[src/rtl/systolic_pkg.sv]
// Shared definitions for the systolic-array operand feeders.
package systolic_pkg;

  typedef enum logic {
    IDLE = 1'b0,
    FEED = 1'b1
  } feed_state_t;

  // Number of skewed steps needed to push a W x L operand block through.
  function automatic int unsigned feed_steps(input int unsigned w, input int unsigned l);
    return w + l - 1;
  endfunction

  // Step counter width, at least one bit.
  function automatic int unsigned step_cnt_w(input int unsigned w, input int unsigned l);
    int unsigned s;
    s = feed_steps(w, l);
    return (s > 1) ? $clog2(s) : 1;
  endfunction

endpackage

[src/rtl/b_skew_lane.sv]
// One output lane (column j of B): holds the captured column and emits B[s-j][j].
module b_skew_lane
  import systolic_pkg::*;
#(
  parameter int unsigned DATA_WIDTH = 8,
  parameter int unsigned ARRAY_W    = 4,
  parameter int unsigned LANE       = 0,
  parameter int unsigned CNT_W      = 3
) (
  input  logic                                  clk,
  input  logic                                  reset,
  input  logic                                  load,
  input  logic                                  advance,
  input  logic                                  clear,
  input  logic [CNT_W-1:0]                      step_next,
  input  logic [0:ARRAY_W-1][DATA_WIDTH-1:0]    col_in,
  output logic [DATA_WIDTH-1:0]                 b_out,
  output logic                                  b_valid
);

  localparam int unsigned K_W = (ARRAY_W > 1) ? $clog2(ARRAY_W) : 1;

  logic [0:ARRAY_W-1][DATA_WIDTH-1:0] col_q;
  logic [0:ARRAY_W-1][DATA_WIDTH-1:0] src_col;
  logic [CNT_W-1:0]                   src_step;
  logic [DATA_WIDTH-1:0]              nxt_data;
  logic                               nxt_valid;

  // Select the element this lane shows at the upcoming step; step 0 comes straight from data_in.
  always_comb begin
    src_col   = load ? col_in : col_q;
    src_step  = load ? '0 : step_next;
    nxt_data  = '0;
    nxt_valid = 1'b0;
    for (int unsigned k = 0; k < ARRAY_W; k++) begin
      if (src_step == CNT_W'(k + LANE)) begin
        nxt_data  = src_col[K_W'(k)];
        nxt_valid = 1'b1;
      end
    end
  end

  // Column capture and registered lane outputs; nothing moves while stalled.
  always_ff @(posedge clk) begin
    if (reset) begin
      col_q   <= '0;
      b_out   <= '0;
      b_valid <= 1'b0;
    end else if (load) begin
      col_q   <= col_in;
      b_out   <= nxt_data;
      b_valid <= nxt_valid;
    end else if (clear) begin
      b_out   <= '0;
      b_valid <= 1'b0;
    end else if (advance) begin
      b_out   <= nxt_data;
      b_valid <= nxt_valid;
    end
  end

endmodule

[src/rtl/b_skew_feeder.sv]
// Captures the B matrix on start and streams it diagonally skewed into the array top edge.
module b_skew_feeder
  import systolic_pkg::*;
#(
  parameter int unsigned DATA_WIDTH = 8,
  parameter int unsigned ARRAY_W    = 4,
  parameter int unsigned ARRAY_L    = 4
) (
  input  logic                                              clk,
  input  logic                                              reset,
  input  logic                                              start,
  input  logic                                              hold,
  input  logic [0:ARRAY_W-1][0:ARRAY_L-1][DATA_WIDTH-1:0]   data_in,
  output logic [0:ARRAY_L-1][DATA_WIDTH-1:0]                b_out,
  output logic [0:ARRAY_L-1]                                b_valid,
  output logic                                              busy,
  output logic                                              done
);

  localparam int unsigned STEPS = feed_steps(ARRAY_W, ARRAY_L);
  localparam int unsigned CNT_W = step_cnt_w(ARRAY_W, ARRAY_L);
  localparam logic [CNT_W-1:0] LAST_STEP = CNT_W'(STEPS - 1);

  feed_state_t      state;
  logic [CNT_W-1:0] cnt;
  logic [CNT_W-1:0] step_next;
  logic             load_c;
  logic             advance_c;
  logic             clear_c;

  // Lane control decoded from the current state and handshake inputs.
  assign load_c    = (state == IDLE) && start;
  assign advance_c = (state == FEED) && !hold && (cnt != LAST_STEP);
  assign clear_c   = (state == FEED) && !hold && (cnt == LAST_STEP);
  assign step_next = cnt + CNT_W'(1);

  // Feed FSM, step counter and start/busy/done handshake.
  always_ff @(posedge clk) begin
    if (reset) begin
      state <= IDLE;
      cnt   <= '0;
      busy  <= 1'b0;
      done  <= 1'b0;
    end else begin
      done <= 1'b0;
      case (state)
        IDLE: begin
          if (start) begin
            state <= FEED;
            cnt   <= '0;
            busy  <= 1'b1;
          end
        end
        FEED: begin
          if (!hold) begin
            if (cnt == LAST_STEP) begin
              state <= IDLE;
              cnt   <= '0;
              busy  <= 1'b0;
              done  <= 1'b1;
            end else begin
              cnt <= step_next;
            end
          end
        end
        default: begin
          state <= IDLE;
          cnt   <= '0;
          busy  <= 1'b0;
        end
      endcase
    end
  end

  for (genvar j = 0; j < ARRAY_L; j++) begin : g_lane
    logic [0:ARRAY_W-1][DATA_WIDTH-1:0] col;

    for (genvar k = 0; k < ARRAY_W; k++) begin : g_col
      assign col[k] = data_in[k][j];
    end

    b_skew_lane #(
      .DATA_WIDTH (DATA_WIDTH),
      .ARRAY_W    (ARRAY_W),
      .LANE       (j),
      .CNT_W      (CNT_W)
    ) u_lane (
      .clk       (clk),
      .reset     (reset),
      .load      (load_c),
      .advance   (advance_c),
      .clear     (clear_c),
      .step_next (step_next),
      .col_in    (col),
      .b_out     (b_out[j]),
      .b_valid   (b_valid[j])
    );
  end

endmodule
[config.mk]
export PLATFORM = sky130hd
export DESIGN_NAME = b_skew_feeder
export DESIGN_NICKNAME = d
export VERILOG_FILES = /design/src/rtl/systolic_pkg.sv /design/src/rtl/b_skew_lane.sv /design/src/rtl/b_skew_feeder.sv
export SDC_FILE = /design/constraint.sdc
export NUM_CORES = 1
export LEC_CHECK = 0
export ABC_AREA = 1
export BUFFER_PORTS_ARGS = -buffer_cell sky130_fd_sc_hd__buf_2
export CORE_MARGIN = 1
export CORE_UTILIZATION = 49
export CTS_CLUSTER_SIZE = 10
export DETAILED_ROUTE_END_ITERATION = 8
export GPL_ROUTABILITY_DRIVEN = 0
export PLACE_DENSITY = 0.86
export SYNTH_ARGS = -nofsm -noshare
export SYNTH_HDL_FRONTEND = slang
export SYNTH_SLANG_ARGS = --single-unit
[constraint.sdc]
create_clock -name clk -period 1.9 [get_ports clk]
set_clock_uncertainty 0.1 [all_clocks]
set_input_delay 0.285 -clock clk [delete_from_list [all_inputs] [get_ports clk]]
set_output_delay 0.285 -clock clk [all_outputs]
set_load 0.05 [all_outputs]
## Word-level counts from Yosys, hierarchy flattened

Cells that the tools add are included.

- Flip-flop bits (word level): 170
- Bits of input ports: 132
- Output and inout port bits: 38
- Word-level logic and storage cells: 125

- Reductions and logical operators: 10
- Bitwise gates (word level): 1
- Multiplexer cells: 74
- $add $sub $neg: 1
- Equality and inequality tests: 11

Operators by type and width:

| kind | number |
|---|---|
| 8-bit 2-to-1 mux | 28 |
| 32-bit 2-to-1 mux | 4 |
| 1-bit 2-to-1 mux | 35 |
| 3-bit == test, second input constant | 4 |
| 3-bit 2-to-1 mux | 4 |
| 3-bit by 2-bit == test with 1-bit output, second input constant | 2 |
| 3-bit one-hot mux with 2 select lines | 1 |
| 1-bit logical AND | 4 |
| 2-bit inequality test, second input constant | 2 |
| 1-bit one-hot mux with 2 select lines | 2 |
| 3-bit by 1-bit adder with 3-bit output, second input constant | 1 |
| 3-bit by 1-bit == test with 1-bit output, second input constant | 1 |
| 3-bit logical NOT | 1 |
| 3-bit inequality test, second input constant | 1 |
| 3-bit AND reduction | 1 |
| 3-bit nonzero test | 1 |
| 3-bit OR reduction | 1 |
| 2-bit by 1-bit inequality test with 1-bit output, second input constant | 1 |
| 2-bit AND reduction | 1 |
| 1-bit logical NOT | 1 |
| 1-bit inverter | 1 |

## Logic depth before layout (Yosys ltp)

Gate-level depths: netlist of run 1.

- Depth in word-level cells: 11
- Mapped depth: 11
- Depth with buffers taken out: 10

## Hierarchy

Synthesis of run 1 repeated with hierarchy kept, for this count alone.

- Cells, all modules: 1,280
- Area, all modules: 8,187.9 um2

By module, submodules not included:

| module | area each (um2) | times used | sequential area each (um2) | cells each |
|---|---|---|---|---|
| b_skew_lane at g_lane[1].u_lane | 2,038.2 | 1 | 820.8 | 339 |
| b_skew_lane at g_lane[2].u_lane | 1,969.4 | 1 | 820.8 | 325 |
| b_skew_lane at g_lane[0].u_lane | 1,935.6 | 1 | 820.8 | 299 |
| b_skew_lane at g_lane[3].u_lane | 1,929.4 | 1 | 820.8 | 271 |
| b_skew_feeder | 315.3 | 1 | 120.1 | 46 |

## Worst setup path before layout of run 1

Ideal clock, no wire load.

- Path type: register to register
- From: register cnt[0]
- To: register g_lane[3].u_lane.b_out[7]
- Data required time: 1,730 ps
- Cell stages (with the launch flop): 10
- Setup slack: -44 ps
- Arrival time: 1,773 ps
- Clock period less this slack: 1,944 ps
- Setup time: 70 ps
- Buffers on the path: 0
- Path through: dfxtp_1 inv_1 ha_1 inv_1 nand3_4 nor2_2 inv_2 nand4_1 nand2_1 a21oi_1

- Cells in the longest elaborated chain, start to end: 10
- Elaborated cells on any way between the ends: 18
- Those cells by class: add/sub: 1; eq/ne: 6; mux: 8; reduce/logical: 3

Ends and longest elaborated chain:

| item | RTL line | RTL |
|---|---|---|
| from (decl) | b_skew_feeder.sv:25 | `logic [CNT_W-1:0] cnt;` |
| from (signal assigned) | b_skew_feeder.sv:62 | `cnt <= step_next;` |
| 3-bit by 1-bit adder with 3-bit output | b_skew_feeder.sv:35 | `assign step_next = cnt + CNT_W'(1);` |
| 3-bit 2-to-1 mux | b_skew_lane.sv:32 | `src_step = load ? '0 : step_next;` |
| 3-bit by 2-bit == test with 1-bit output | b_skew_lane.sv:36 | `if (src_step == CNT_W'(k + LANE)) begin` |
| 8-bit 2-to-1 mux (4 in a row) | b_skew_lane.sv:36 |  |
| 8-bit 2-to-1 mux | b_skew_lane.sv:56 | `end else if (advance) begin` |
| 8-bit 2-to-1 mux | b_skew_lane.sv:53 | `end else if (clear) begin` |
| 8-bit 2-to-1 mux | b_skew_lane.sv:49 | `end else if (load) begin` |
| to (signal assigned) | b_skew_lane.sv:51 | `b_out <= nxt_data;` |
| to (signal assigned) | b_skew_lane.sv:57 | `b_out <= nxt_data;` |
| to (decl) | b_skew_lane.sv:17 | `output logic [DATA_WIDTH-1:0] b_out,` |

Several ways; a longest one is shown, not always the timed one. The select of a mux whose other input is x is not followed.
A chain may end at the register's enable or synchronous reset.

## Final worst setup path of run 1

- From: register cnt[0]
- To: register g_lane[0].u_lane.b_out[4]

- Cells in the longest elaborated chain, start to end: 10
- Elaborated cells on any way between the ends: 18
- Those cells by class: add/sub: 1; eq/ne: 5; mux: 8; reduce/logical: 4

Ends and longest elaborated chain:

| item | RTL line |
|---|---|
| 3-bit by 1-bit adder with 3-bit output | b_skew_feeder.sv:35 |
| 3-bit 2-to-1 mux | b_skew_lane.sv:32 |
| 3-bit logical NOT | b_skew_lane.sv:36 |
| 8-bit 2-to-1 mux (4 in a row) | b_skew_lane.sv:36 |
| 8-bit 2-to-1 mux | b_skew_lane.sv:56 |
| 8-bit 2-to-1 mux | b_skew_lane.sv:53 |
| 8-bit 2-to-1 mux | b_skew_lane.sv:49 |
| to (signal assigned) | b_skew_lane.sv:51 |
| to (signal assigned) | b_skew_lane.sv:57 |
| to (decl) | b_skew_lane.sv:17 |

Several ways; a longest one is shown, not always the timed one. The select of a mux whose other input is x is not followed.

==> results of run 1 <==
==> where the power goes <==
part	total, mW	internal, mW	leakage, nW	switching (mW)
registers	3.82	3.76	1.39	0.0637
clock network	3.26	1.86	0.256	1.40
logic	1.29	0.463	2.80	0.831
==> through the flow <==
step	cell area, sq um	total power [mW]	hold WS [ns]	utilization (%)
floorplan	7617	4.746	0.3447	-
global placement	8646	5.119	0.3494	56.87
detailed placement	8646	5.149	0.3511	56.87
CTS	9329	8.395	0.01100	61.37
global route	9434	8.710	0.03671	62.06
finish	9437	8.374	0.02430	62.07
==> worst min-delay path, cell delays in order <==
cell and delay (ns):
buf_2 0.09, nand2_1 0.07, a21oi_1 0.06
==> layout make-up <==
type	count	area, sq um
diodes	2	5.005
repair buffers	209	1371
inverters	105	400.4
multi-input cells	756	3458
clock inverters	11	98.84
well taps	188	235.2
clock buffers	20	456.7
flip-flops and latches	170	3411
fillers	1349	5766
==> cell usage after synthesis <==
library cell and instances:
o21ai_0 16, clkbuf_1 22, nor2_4 5, or2_2 14, buf_2 18, buf_4 12, a21oi_1 130, nand3_4 2
nand4_1 24, clkinv_1 1, nand2_4 3, nand2_1 390, a31oi_1 1, buf_8 1, dfxtp_1 170, nor2_1 77
nand2_2 1, clkbuf_2 2, nand3_1 16, inv_2 5, buf_6 13, ha_1 2, o21ai_2 2, buf_12 1
nor2_2 1, nor3_1 2, o21ai_1 58, inv_1 99, or2_1 10, nand3_2 1
==> repair_timing <==
item                                    4_1_cts  5_1_grt
pin swaps                                     5        5
endpoints found under the setup margin       33       33
resized for setup                            11       17
buffers inserted                              3        5
endpoints found under the hold margin         0        0
cloned                                        2        0
==> worst paths after layout <==
path | start | to | slack [ns] | depth (start not counted)
worst min register to register | g_lane[0].u_lane.b_out[4] | g_lane[0].u_lane.b_out[4] | 0.36 | 2
worst max register to register | cnt[0] | g_lane[0].u_lane.b_out[4] | 0.01 | 12
worst min-delay path | data_in[100] | g_lane[3].u_lane.col_q[28] | 0.02 | 3
worst max-delay path | cnt[0] | g_lane[0].u_lane.b_out[4] | 0.01 | 12
==> per-layer routing <==
metal	wire [um]	vias to the layer above	global-route usage, %
met5	13	-	0
met4	589	2	12.47
met3	1459	57	5.272
met2	9988	295	44.72
met1	8954	3322	32.49
li1	-	3772	-
==> sequential cells by signal, indices dropped and copies added (netlist names) <==
name / cells
busy: 1
done: 1
g_lane.u_lane.b_valid: 4
state: 1
g_lane.u_lane.b_out: 32
g_lane.u_lane.col_q: 128
cnt: 3
==> logic make-up after synthesis <==
family	Yosys count	synth area share [%]
buffers and inverters	174	11.14
AND/OR/NAND/NOR	546	30.10
flip-flops	170	44.71
AO/OA/AOI/OAI	207	13.72
adder cells (fa/ha/maj)	2	0.3287
==> metrics.md, run 1 <==
| Metric | Value |
|---|---|
| Initial DRT Pass Iterations | 5 |
| Fin. Hold Viols | 0 |
| Ys Warns | 0 |
| Pins Over Slew Limit | 0 |
| WP buf/inv | 5 |
| Initial detailed-routing violation count | 540 |
| Clock buffer depth | 2 |
| Worst-margin pin slew | 0.3746 ns |
| Post-DP HPWL | 14.11 mm |
| Post-synthesis net count | 1,233 |
| Vias in the first global route | 7,058 |
| Status | finished clean |
| Fin crit share | 99.27% |
| Average size of a mapped cell | 6.927 sq um |
| Routed via count | around 7,400 |
| Yosys reg bits | 170 |
| Die Y-Extent | 126.6 um |
| Max transition margin | 75.03% |
| Arrival @ worst endpoint | about 2.1 ns |
| Placed instance count | 1,418 |
| Synth area leaders | dfxtp_1, nand2_1, a21oi_1 |
| Delay-heaviest family, CP | buffers and inverters |
| CTS tree | built |
| Most common cell on crit path | buf_12 |
| Share of the synthesized area in the top cell type | between 40 and 50% |
| Total Die Area | 16,040 sq um |
| Worst EP required | about 2.1 ns |
| Sequential area share after synthesis | ~45% |
| DRC | 0 |
| RSZ-0062 raised after global routing | true |
| Initial antenna violation count | 3 |
| Clock Latency Late Sink | 0.43 ns |
| CORE AREA | 15,200 sq um |
| Max_cap viols | 0 |
| Leak | 4.450 nW |
| Final min period | 1.886 ns |
| CP max FO | 8 |
| Fmax | 530.2 MHz |
| Synthesized cell area | 7612 sq um |
| Hold Path Class | in2reg |
| H-tree Lvls | 4 |
| FP Rows | between 40 and 50 |
| Synth cell types | 30 |
| Worst setup margin | 0.01389 ns |
| DRT antenna net count | 0 |
| DR vias/cell | 5.098 |
| Cells after Synth | 1,099 |
| Placement Setup Slack | -0.2183 ns |
| Global-route usage over all layers | 26.48% |
| CP max stage cell | dfxtp_4 |
| Register clock-pin slew on the reported worst setup and hold paths | 0.06 ns |
| Final setup viols | 0 |
| Pwr dens | 887.4 nW/um^2 |
| WL final | 21.01 mm |
| Post-synth top area cell | dfxtp_1 |
| Crit end category | register |
| Final net count | 1,393 |
| Commonest non-fill, non-tap cell in the layout | nand2_1 |
| Ports | 170 |
| IO Port Bufs | ~170 |
| GRT Residual Overflow | 0 |
| Initial Util | 50.07% |
| Layout Cells excl Fill | around 1,500 |
| Die W | 126.6 um |
| CTS sink cnt | 170 |
| Largest net degree at the start of global routing | 90 |
| Drt wl/cell | 14.38 um |
| Peak VDD IR | 0.6727 mV |
| Most frequent cells in the layout | nand2_1, dfxtp_1, buf_2 |
| Hold buffers post-CTS | 0 |
| CTS Buf Count | 17 |
| Worst path cell trace | inv_2, ha_4, inv_4, buf_6, nand3_4, nor2_4, buf_12, buf_12, a21oi_2, nand3_1, nand2_1, a21oi_1 |
| Setup TNS | 0 ns |
| Class of the most critical setup path | reg2reg |
| Startpoint type of the worst setup path | register |
| First-pass GRT wire length | 33.59 mm |
| Max incr delay on CP | 0.37 ns |
| Proportion of layout cells with a drive suffix above 1 | 23.13% |
| Layout area overhead | 23.96% |
| CTS Root Cell | clkbuf_16 |
No activity file was read; power rests on OpenSTA's default activity.
==> run 2, diff against run 1 <==
CORE_ASPECT_RATIO = 2   (was default)
==> metrics.md, run 2 (synthesis results as in run 1) <==
| Metric | Value |
|---|---|
| Max transition margin | between 60 and 70% |
| Pwr dens | 911.7 nW/um^2 |
| Die W | 90.14 um |
| Worst setup margin | -0.01397 ns |
| DRC | 0 |
| Sequential cell area | 3406 sq um |
| Initial antenna violation count | 3 |
| CTS Buf Count | 17 |
| Worst path cell trace | buf_6, ha_4, inv_2, nand2_2, nand2_4, buf_6, nor2_4, clkbuf_16, a21oi_1, nand3_1, nand2_1, a21oi_1 |
| Global-route usage over all layers | 26.28% |
| Clock buffer depth | 2 |
| Initial detailed-routing violation count | 590 |
| Top reg by flops | g_lane.u_lane.col_q |
| # fillers | 1,362 |
| FP Rows | 64 |
| Final min period | 1.914 ns |
| Final net count | 1,390 |
| CTS tree | built |
| Arrival @ worst endpoint | 2.17 ns |
| DRT antenna net count | 0 |
| IO Port Bufs | 169 |
| Fin Hold WS | roughly 0.024 ns |
| Pins Over Slew Limit | 0 |
| Startpoint type of the worst setup path | register |
| Max incr delay on CP | 0.35 ns |
| Clock Latency Late Sink | 0.43 ns |
| Hold buffers post-CTS | 0 |
| Routed via count | about 7,700 |
| WL final | 21.46 mm |
| Total Die Area | between 15,000 and 20,000 sq um |
| Drt wl/cell | 14.60 um |
| Final Util | 62.10% |
| Most frequent cells in the layout | nand2_1, dfxtp_1, buf_2 |
| Fin crit share | 100.7% |
| Final setup viols | 1 |
| Crit end category | register |
| Status | complete, but fails checks |
| First-pass GRT wire length | about 34 mm |
| Peak VDD IR | 0.6724 mV |
| Hold Path Class | in2reg |
| Fmax | about 520 MHz |
| Post-DP HPWL | 14.56 mm |
| Ports | 170 |
| Vias in the first global route | around 7,300 |
| Leak | 4.469 nW |
| CP max FO | 8 |
| Largest regs | g_lane.u_lane.col_q (128), g_lane.u_lane.b_out (32), g_lane.u_lane.b_valid (4) |
| Initial DRT Pass Iterations | 8 |
| CP max stage cell | dfxtp_2 |
| Initial Util | 50.03% |
| Die Y-Extent | 178.3 um |
| Footprint of the multi-input gates | between 3000 and 4000 sq um |
| GRT Residual Overflow | 0 |
| Max reg flops | about 130 |
| Register clock-pin slew on the reported worst setup and hold paths | 0.07 ns |
| CTS sink cnt | 170 |
| Worst-margin pin slew | 0.5190 ns |
| DR vias/cell | 5.213 |
| Fin. Hold Viols | 0 |
| Proportion of layout cells with a drive suffix above 1 | 23.09% |
| CORE AREA | 15,210 sq um |
| Max_cap viols | 0 |
| Layout area overhead | 24.11% |
| Worst EP required | between 2 and 2.5 ns |
| Largest net degree at the start of global routing | 69 |
| H-tree Lvls | 4 |
| CTS Root Cell | clkbuf_16 |
| Commonest non-fill, non-tap cell in the layout | nand2_1 |
| Failing checks | negative setup slack |
| Class of the most critical setup path | reg2reg |
run 2: changes by cell type in the layout (fill, tap and decap cells not counted), sizes merged, moves of 2 or more:
cell | before | now
buf | 209 | 205
inv | 104 | 107
clkbuf | 20 | 22
clkinvlp | 7 | 4
run 2: power by group:
part / leakage (nW) / switching (mW) / total [mW] / internal (mW)
logic: 2.79 / 0.828 / 1.29 / 0.461
registers: 1.39 / 0.0654 / 3.83 / 3.76
clock network: 0.285 / 1.48 / 3.50 / 2.02
total: 4.47 / 2.37 / 8.61 / 6.24
run 2: worst paths after layout:
| check | start | slack, ns | end | cells past startpoint |
|---|---|---|---|---|
| worst max-delay path | cnt[0] | -0.01 | g_lane[0].u_lane.b_out[7] | 12 |
| worst min-delay path | data_in[19] | 0.02 | g_lane[1].u_lane.col_q[3] | 3 |
| worst max register to register | cnt[0] | -0.01 | g_lane[0].u_lane.b_out[7] | 12 |
| worst min register to register | g_lane[0].u_lane.b_out[4] | 0.36 | g_lane[0].u_lane.b_out[4] | 2 |
run 2: cell type report:
| cell class | count | share of cell area [%] |
|---|---|---|
| Clock inverter | 12 | 1.470 |
| Sequential cell | 170 | 36.05 |
| Antenna cell | 3 | 0.07946 |
| Tap cell | 198 | 2.622 |
| Inverter | 105 | 4.238 |
| Timing Repair Buffer | 207 | 14.12 |
| Clock buffer | 20 | 4.834 |
| Multi-Input combinational cell | 755 | 36.59 |
run 2: through the flow:
step / worst slack (ns) / TNS [ns] / power, mW / instances / cell area, sq um
3_3_place_gp: 0.06321 / 0 / 5.111 / 1431 / 8681
5_1_grt: -0.09531 / -0.5847 / 8.939 / 1470 / 9448
4_1_cts: -0.0006584 / -0.0006584 / 8.589 / 1465 / 9295
3_5_place_dp: -0.008943 / -0.01576 / 5.145 / 1431 / 8681
6_report: -0.01397 / -0.01397 / 8.613 / 1470 / 9448
2_1_floorplan: 0.002683 / 0 / 4.746 / 1099 / 7617
run 2: worst max-delay path, delay by kind of cell (launching register included):
family / cells / cell delay (ns)
fa+ha+maj: 1 / 0.15
simple gates: 5 / 0.52
flops: 1 / 0.35
buf+inv: 4 / 0.51
compound gates: 2 / 0.21
run 2: what timing repair did:
| action | 4_1_cts | 5_1_grt |
|---|---|---|
| setup endpoints to repair | 6 | 33 |
| setup buffers | 2 | 0 |
| pin swaps | 1 | 9 |
| resized for setup | 1 | 26 |
| cloned | 0 | 2 |
run 2: layer usage:
layer | global-route usage, % | wire length (um) | vias up | part of all wire [%]
met5 | 0 | 0 | - | 0
met4 | 18.95 | 1256 | 0 | 5.9
met3 | 3.751 | 1072 | 76 | 5.0
met2 | 46.79 | 11120 | 316 | 52
met1 | 28.29 | 8009 | 3516 | 37
li1 | - | - | 3755 | -
==> run 3, diff against run 2 <==
CORE_UTILIZATION = 50   (was 49)
PLACE_DENSITY = 0.84   (was 0.86)
SYNTH_HIERARCHICAL = 1   (was default)
clock period = 1.8 ns   (was 1.9 ns; I/O delays follow)
==> metrics.md, run 3 <==
| Metric | Value |
|---|---|
| Status | complete, but fails checks |
| Failing checks | negative setup slack |
| WL final | 22.50 mm |
| Post-synthesis net count | roughly 1,400 |
| Drt wl/cell | between 10 and 15 um |
| Met2 GRT Util | 48.98% |
| R2R cell count | 12 |
| Initial antenna violation count | 0 |
| Yosys reg bits | 170 |
| Pins Over Slew Limit | 0 |
| Initial DRT Pass Iterations | 5 |
| CTS tree | built |
| Proportion of layout cells with a drive suffix above 1 | a little over a quarter |
| Total Die Area | 16,920 sq um |
| Int Power | 6.559 mW |
| Peak VDD IR | 0.6723 mV |
| Top FF cell, synth | dfxtp_1 |
| Worst R2R Setup Slack | -0.14 ns |
| EDFF count, synth | 0 |
| Asr flop ratio synth | 0% |
| Placed instance count | around 1,700 |
| Worst path cell trace | inv_8, ha_4, clkinvlp_4, buf_6, nand2_4, nand2_4, nor2_4, buf_12, nor2_1, nand2_1, nand2_1, a21oi_2 |
| Synth cell count leaders | nand2_1, nor2_1, dfxtp_1, inv_1, a21oi_1 |
| Fin Hold WS | ~0.014 ns |
| Switching part of the total | 29.45% |
| FP Rows | 65 |
| Fmax | 514.6 MHz |
| Layout Cells excl Fill | 1,707 |
| Delay-heaviest family, CP | buffers and inverters |
| Ys Warns | 6 |
| Most crowded layer after global routing | met2 |
| GRT Residual Overflow | 0 |
| Count leader, synth | nand2_1 |
| Pwr dens | 874.7 nW/um^2 |
| Die Y-Extent | 183.0 um |
| Met3 track demand over resource | 4.270% |
| Final setup viols | 31 |
| Die W | 92.49 um |
| CTS sink cnt | 170 |
| Combinational group share of total power | 18.9% |
| Flop pwr share | between 40% and 50% |
| CP max stage cell | dfxtp_4 |
| First-pass GRT wire length | 35.18 mm |
| Startpoint type of the worst setup path | register |
| Share of the synthesized area in the top cell type | 41.56% |
| Initial Util | 51.63% |
| Worst Hold Launch | data_in[33] |
| Routed via count | 8,420 |
| Max transition margin | 67.60% |
| IO Port Bufs | 169 |
| Initial detailed-routing violation count | 300 |
| R2R Path End | g_lane[1].u_lane/b_out[1] |
| Vias in the first global route | 8,077 |
| Cells after Synth | 1,280 |
| RSZ-0062 raised after global routing | true |
| Crit end category | register |
| DR vias/cell | 4.933 |
| CP max FO | 10 |
| Worst setup margin | -0.1433 ns |
| Worst EP required | 2.07 ns |
| DRT antenna net count | 0 |
| Layout area overhead | 29.81% |
| Post-DP HPWL | about 16 mm |
| Hold path cells | 3 |
| DRC | 0 |
| CTS Root Cell | clkbuf_16 |
| Commonest non-fill, non-tap cell in the layout | nand2_1 |
| Synthesized cell area | between 8000 and 9000 sq um |
| M1 GR Usage | 26.35% |
| Class of the most critical setup path | reg2reg |
| Synth area leaders | dfxtp_1, nand2_1, nor2_1 |
| Register clock-pin slew on the reported worst setup and hold paths | around 0.070 ns |
| Final min period | roughly 2 ns |
| Critical R2R Launch | cnt[0] |
| Hold Path Sink | g_lane[3].u_lane/col_q[9] |
| Largest net degree at the start of global routing | 37 |
| Average size of a mapped cell | 6.397 sq um |
| Max_cap viols | 0 |
| Global-route usage over all layers | 26.33% |
| Arrival @ worst endpoint | 2.21 ns |
| ANT cells | 0 |
| Fin crit share | 108.0% |
| Clock Power Share | 37.2% |
| H-tree Lvls | 4 |
| Final net count | approximately 1,600 |
| Clock buffer depth | 2 |
| Fin. Hold Viols | 0 |
| Most frequent cells in the layout | nand2_1, nor2_1, buf_2 |
| Max incr delay on CP | 0.39 ns |
| CORE AREA | 15,860 sq um |
| Hold Path Class | in2reg |
| Max reg flops | 128 |
| Synth cell types | 32 |
| Largest regs | g_lane.u_lane/col_q (128), g_lane.u_lane/b_out (32), g_lane.u_lane/b_valid (4) |
| P_sw | 2.739 mW |
| Sequential area share after synthesis | 41.56% |
| Ports | 170 |
| WP buf/inv | 4 |
| Worst-margin pin slew | ~0.49 ns |
| Clock Latency Late Sink | 0.43 ns |
| Leak | around 5.6 nW |
| Top reg by flops | g_lane.u_lane/col_q |
| CTS Buf Count | 17 |
| Post-synth top area cell | dfxtp_1 |
[run 3: changes by cell type after synthesis, moves of 10 or more]
cell	delta
nor2_1	+117
a21oi_1	-27
o21ai_1	-55
nand4_1	-21
o21ai_0	+12
nand2_1	+100
inv_1	+64
or2_1	-10
[run 3: how the worst max path moves through the flow]
| stage | startpoint | endpoint | slack, ns | cells after the start |
|---|---|---|---|---|
| 3_3_place_gp | cnt[0] | g_lane[0].u_lane/b_out[0] | -0.08 | 11 |
| 2_1_floorplan | cnt[0] | g_lane[0].u_lane/b_out[0] | -0.006 | 10 |
| 3_5_place_dp | cnt[1] | g_lane[0].u_lane/b_out[0] | -0.15 | 11 |
| 5_1_grt | cnt[0] | g_lane[1].u_lane/b_out[1] | -0.23 | 12 |
| 6_report | cnt[0] | g_lane[1].u_lane/b_out[1] | -0.14 | 12 |
| 4_1_cts | cnt[0] | g_lane[1].u_lane/b_out[1] | -0.1 | 12 |
[run 3: cells by family after synthesis]
group | count (synthesis) | share of synthesized area [%]
buffers and inverters | 218 | 11.89
AO/OA/AOI/OAI | 152 | 10.04
flip-flops | 170 | 41.56
adder cells (fa/ha/maj) | 3 | 0.4585
AND/OR/NAND/NOR | 737 | 36.05
[run 3: routing by layer]
layer  up-vias  share of wire (%)
met5         -                  0
met4         0                5.2
met3        86                4.4
met2       305                 54
met1      3742                 37
li1       4287                  -
[run 3: timing repair]
action,in CTS,in global routing
setup endpoints to repair,33,36
pin swaps,22,20
gates cloned,1,1
resized for setup,45,46
hold buffers,3,0
buffers inserted,12,3
hold endpoints to repair,3,0
[run 3: through the flow]
stage	worst slack [ns]	utilization (%)	total power [mW]	cell area (sq um)	setup TNS [ns]
2_1_floorplan	-0.005761	-	5.219	8244	-0.005761
3_3_place_gp	-0.08224	60.63	5.731	9615	-0.9381
3_5_place_dp	-0.1542	60.63	5.770	9615	-2.408
4_1_cts	-0.09841	65.88	9.253	10450	-1.674
5_1_grt	-0.2321	67.02	9.695	10630	-5.089
6_report	-0.1433	67.02	9.298	10630	-2.000
[run 3: area by class of cell]
type / count / area [sq um]
fillers: 1366 / 5230
multi-input cells: 893 / 4083
flip-flops and latches: 170 / 3408
repair buffers: 244 / 1675
inverters: 167 / 653.1
clock buffers: 20 / 466.7
well taps: 201 / 251.5
clock inverters: 12 / 91.34
[run 3: tightest hold or removal path: stages]
cell     delay (ns)
buf_2          0.10
nand2_1        0.07
a21oi_1        0.06
[run 3: power by group through the flow]
stage                     sequential (mW)  combinational, mW  clock (mW)
after floorplan                      4.27              0.945           0
after global placement               4.16               1.58           0
after detailed placement             4.16               1.61           0
after CTS                            4.08               1.68        3.50
after global routing                 4.10               1.94        3.66
final                                4.08               1.76        3.46
